==> src/rtl/div_result_bcd.sv <==
// div_result_bcd: captures signed quotient/remainder on data_ok rise and converts both to sign + packed BCD via sequential double-dabble.
// Optional: define DIV_BCD_ZERO_BLANK_EN to replace leading zero digits with 4'hF on output load.
module div_result_bcd #(
    parameter int W      = 8,
    parameter int DIGITS = 3
) (
    input  logic                clk,
    input  logic                rst,
    input  logic                data_ok,
    input  logic [W-1:0]        Q_reg,
    input  logic [W-1:0]        R_reg,
    output logic                busy,
    output logic                bcd_ok,
    output logic                q_neg,
    output logic [4*DIGITS-1:0] q_bcd,
    output logic                r_neg,
    output logic [4*DIGITS-1:0] r_bcd
);
    localparam int BW = 4 * DIGITS;
    localparam int CW = $clog2(W + 1);

    typedef enum logic [1:0] {IDLE, CONV, DONE} state_t;

    state_t        r_state;
    logic          r_data_ok_d;
    logic [CW-1:0] r_cnt;
    logic [W-1:0]  r_q_mag, r_r_mag;
    logic [BW-1:0] r_q_acc, r_r_acc;
    logic          r_q_sign, r_r_sign;

    logic          w_start, w_last;
    logic [BW-1:0] w_q_adj, w_r_adj, w_q_next, w_r_next;

    // Magnitude of a two's complement value; the most negative value wraps to itself, which read unsigned is the correct magnitude.
    function automatic logic [W-1:0] mag(input logic [W-1:0] v);
        return v[W-1] ? (~v + 1'b1) : v;
    endfunction

    // Double-dabble correction: add 3 to every digit that is 5 or more before the shift.
    function automatic logic [BW-1:0] add3(input logic [BW-1:0] a);
        logic [BW-1:0] o;
        o = '0;
        for (int i = 0; i < DIGITS; i++)
            o[4*i +: 4] = (a[4*i +: 4] >= 4'd5) ? a[4*i +: 4] + 4'd3 : a[4*i +: 4];
        return o;
    endfunction

    // Output formatting: leading zero digits blanked when enabled; the least significant digit always shows.
    function automatic logic [BW-1:0] fmt(input logic [BW-1:0] a);
`ifdef DIV_BCD_ZERO_BLANK_EN
        logic          lead;
        logic [BW-1:0] o;
        o    = a;
        lead = 1'b1;
        for (int i = DIGITS - 1; i > 0; i--) begin
            if (lead && a[4*i +: 4] == 4'd0)
                o[4*i +: 4] = 4'hF;
            else
                lead = 1'b0;
        end
        return o;
`else
        return a;
`endif
    endfunction

    // Next accumulator values for one conversion step, plus edge detect and final-step flag.
    always_comb begin
        w_start  = data_ok & ~r_data_ok_d;
        w_last   = (r_cnt == CW'(W - 1));
        w_q_adj  = add3(r_q_acc);
        w_r_adj  = add3(r_r_acc);
        w_q_next = {w_q_adj[BW-2:0], r_q_mag[W-1]};
        w_r_next = {w_r_adj[BW-2:0], r_r_mag[W-1]};
    end

    // Control FSM with registered outputs; outputs load only on the final conversion step.
    always_ff @(posedge clk) begin
        if (rst) begin
            r_state     <= IDLE;
            r_data_ok_d <= 1'b0;
            r_cnt       <= '0;
            r_q_mag     <= '0;
            r_r_mag     <= '0;
            r_q_acc     <= '0;
            r_r_acc     <= '0;
            r_q_sign    <= 1'b0;
            r_r_sign    <= 1'b0;
            busy        <= 1'b0;
            bcd_ok      <= 1'b0;
            q_neg       <= 1'b0;
            r_neg       <= 1'b0;
            q_bcd       <= '0;
            r_bcd       <= '0;
        end else begin
            r_data_ok_d <= data_ok;
            case (r_state)
                IDLE, DONE: begin
                    if (w_start) begin
                        r_q_sign <= Q_reg[W-1];
                        r_r_sign <= R_reg[W-1];
                        r_q_mag  <= mag(Q_reg);
                        r_r_mag  <= mag(R_reg);
                        r_q_acc  <= '0;
                        r_r_acc  <= '0;
                        r_cnt    <= '0;
                        busy     <= 1'b1;
                        bcd_ok   <= 1'b0;
                        r_state  <= CONV;
                    end
                end
                CONV: begin
                    r_q_acc <= w_q_next;
                    r_r_acc <= w_r_next;
                    r_q_mag <= r_q_mag << 1;
                    r_r_mag <= r_r_mag << 1;
                    r_cnt   <= r_cnt + 1'b1;
                    if (w_last) begin
                        q_bcd   <= fmt(w_q_next);
                        r_bcd   <= fmt(w_r_next);
                        q_neg   <= r_q_sign;
                        r_neg   <= r_r_sign;
                        busy    <= 1'b0;
                        bcd_ok  <= 1'b1;
                        r_state <= DONE;
                    end
                end
                default: r_state <= IDLE;
            endcase
        end
    end
endmodule
==> config.mk <==
export PLATFORM = sky130hd
export DESIGN_NAME = div_result_bcd
export DESIGN_NICKNAME = d
export VERILOG_FILES = /design/src/rtl/div_result_bcd.sv
export SDC_FILE = /design/constraint.sdc
export NUM_CORES = 1
export LEC_CHECK = 0
export BUFFER_PORTS_ARGS = -buffer_cell sky130_fd_sc_hd__buf_2
export CAP_MARGIN = 10
export CORE_ASPECT_RATIO = 0.6
export CORE_MARGIN = 5
export CORE_UTILIZATION = 55
export DETAILED_ROUTE_END_ITERATION = 10
export GPL_TIMING_DRIVEN = 0
export PLACE_DENSITY = 0.79
export SLEW_MARGIN = 5
export SYNTH_ARGS = -nofsm -noshare
export SYNTH_HDL_FRONTEND = slang
export SYNTH_SLANG_ARGS = --single-unit
==> constraint.sdc <==
create_clock -name clk -period 4.8 [get_ports clk]
set_clock_uncertainty 0.15 [all_clocks]
set_input_delay 1.2 -clock clk [delete_from_list [all_inputs] [get_ports clk]]
set_output_delay 1.2 -clock clk [all_outputs]
set_load 0.01 [all_outputs]
==> summary.txt <==
status = completed
Hold Crit Class = reg -> reg
max cap viols = 0
GRT overflow = 0
Sinks on Clock Net = 77
Crit Path Max Fanout = 10
share of post-route cells with drive strength above 1 = 0.161
Post-synth ARST share = 0
CTS tree = built
Area Growth Syn to Fin = 15.1%
antenna violations before repair = 0
leading area contributor after synthesis = dfxtp_1
row cnt = 22
Ant. Diodes = 0
YS warnings = 0
RSZ-0062 raised after global routing = false
Post-Synth Adder-Cell Area = 0.0527
fin. max-slew vios = 0
Core Area = 6190 sq um
wire length per cell = 18.0 um
CTS max path bufs = 2
R2R depth = 6
Slew headroom = 0.529
cts bufs inserted = 9
Crit. End Element = register
Mapped Area = 3560 sq um
Synth top cells by count = dfxtp_1 (77), a21oi_1 (37), nand2_1 (34), o21ai_0 (32), nor2_1 (31)
Peak VDD IR = 158 uV
drt first-iter violations = 279
Antenna Nets Post-Route = 0
vias = 3363
final core occ = 0.662
die width = 114 um
pwr/cell area = 323 nW/um^2
XOR/XNOR Fraction of Synth Area = 0.0344
fraction of synthesized area in multiplexers = 0.0358
router iterations before antenna repair = 5
Pwr Total = 1.32 mW
die area = 8240 sq um
Mapped Nets = 448
worst-margin pin slew = 706 ps
largest family of logic cells by synthesized area = compound AO/OA/AOI/OAI gates
H-tree depth = 3
Post-CTS Resized = 0
crit path kind = in -> reg
final period utilization = 0.560
vias per std cell = 6.05
first-pass GRT wire length = 16.1 mm
Die H = 72.3 um
largest cells by area after synthesis = dfxtp_1 (43%), ha_1 (5.3%), a21oi_1 (5.2%)
number of global-route vias before repair = 3152
synthesized area per cell = 8.60 sq um
Top FF cell, synth = dfxtp_1
I/O pin cnt = 47
most frequent cell after synthesis = dfxtp_1
simple-gate share of the synthesized area = 0.183
compound-cell area share of the yosys netlist = 0.212
area share of the largest cell type after synthesis = 0.433
hold buffers post-CTS = 0
initial core utilization = 0.575
HPWL Detailed = 7.01 mm
data required time of the worst path = 4860 ps
PortBufs = 44
later-pin clock latency in the skew report = 360 ps
Yosys reg bits = 77
register area share after synthesis = 0.433
global-route usage over all layers = 0.251
Setup TNS = 0 ps
residual DRC count = 0
fin nets = 503
worst hold path depth = 2
largest net degree at the start of global routing = 13
Mapped Cells = 414
Final setup violation count = 0
WP data arrival = 2750 ps
final hold vios = 0
library cells used by synthesis = 43
EDFF count, synth = 0
startpoint types = input pin
total leakage power = 1.53 nW
hold_ws = 313 ps
Routability Congestion = 0.845
WL final = 10.0 mm
clock slew at reported path FFs = 80 ps
FMAX = 372 MHz
FILL cells = 545
CTS root buffer = clkbuf_8
post-CTS setup buffers = 0
min Tclk post-route = 2690 ps
==> metrics by stage <==
step | setup slack, ps | instances | instance area, sq um
floorplan | 2350 | 414 | 3560
global placement | 1810 | 542 | 3890
detailed placement | 1820 | 542 | 3890
CTS | 2190 | 556 | 4100
global route | 2040 | 556 | 4100
finish | 2110 | 556 | 4100
==> placed cells by master, fill, tap and decap left out, types with 2 or more instances in the layout <==
cell type and n:
a211oi_1 5, nor3_1 8, buf_2 51, nor2b_1 2, mux2_2 6, dfxtp_1 77
clkbuf_1 17, and2_1 4, o32ai_1 6, a31oi_1 3, nand4_1 5, nand3b_1 2
nor2_1 31, a21boi_0 2, a221oi_1 2, o22ai_1 16, o221ai_1 2, mux2i_1 6
a21oi_1 37, bufinv_16 2, a22oi_1 11, or3_1 2, o21ai_0 32, clkbuf_8 10
o31ai_1 4, nand3_1 14, inv_1 17, nand2_1 34, nand2b_1 12, xnor2_1 10
ha_1 15, nor3b_1 9, xor2_1 4
==> report_power, final <==
part / total (mW) / switching [mW] / internal (mW)
Sequential: 0.663 / 0.00966 / 0.653
Clock: 0.539 / 0.237 / 0.301
Combinational: 0.123 / 0.0853 / 0.0375
Total: 1.32 / 0.332 / 0.992
==> final timing paths <==
| check | slack [ps] | endpoint | startpoint |
|---|---|---|---|
| worst max-delay path | 2110 | r_r_mag[3] | data_ok |
| worst min-delay path | 310 | r_q_mag[2] | r_q_mag[2] |
| worst max register to register | 2580 | q_bcd[1] | r_cnt[0] |
| worst min register to register | 310 | r_q_mag[2] | r_q_mag[2] |
==> flip-flops by register name (all words and copies together), names as in the netlist <==
| signal | count |
|---|---|
| q_neg | 1 |
| r_neg | 1 |
| q_bcd | 12 |
| r_r_sign | 1 |
| r_q_mag | 8 |
| busy | 1 |
| r_data_ok_d | 1 |
| r_cnt | 4 |
| r_q_acc | 12 |
| r_r_acc | 12 |
| r_q_sign | 1 |
| r_bcd | 12 |
| bcd_ok | 1 |
| r_state | 2 |
| r_r_mag | 8 |
==> routing by layer <==
metal  vias up  track usage  routed length [um]
met5         -            0                   0
met4         0       0.0817                 209
met3        27       0.0675                1140
li1       1587            -                   -
met2       171        0.397                4380
met1      1578        0.338                4280
==> critical path, cell delays in order <==
cell	delay (ps)
buf_2	120
nor3b_2	500
nor2_1	220
clkbuf_1	330
a22oi_1	270
o22ai_1	100
==> layout make-up <==
| type | instances | area, sq um | area share |
|---|---|---|---|
| clock inverters | 4 | 73.8 | 0.0180 |
| multi-input cells | 294 | 1840 | 0.449 |
| inverters | 18 | 67.6 | 0.0165 |
| plain buffers | 25 | 110 | 0.0269 |
| flip-flops and latches | 77 | 1540 | 0.376 |
| well taps | 84 | 105 | 0.0256 |
| repair buffers | 44 | 220 | 0.0537 |
| clock buffers | 10 | 138 | 0.0336 |
==> cell families (layout without fill, tap and decap cells) <==
family	Yosys count	in the layout
AOI/OAI and AO/OA	124	124
xor gates and xnor gates	14	14
adders and majority gates	15	15
buffers and inverters	43	101
DFF	77	77
muxes	12	12
and+or+nand+nor	129	129
Power figures use the tool's default switching activity.
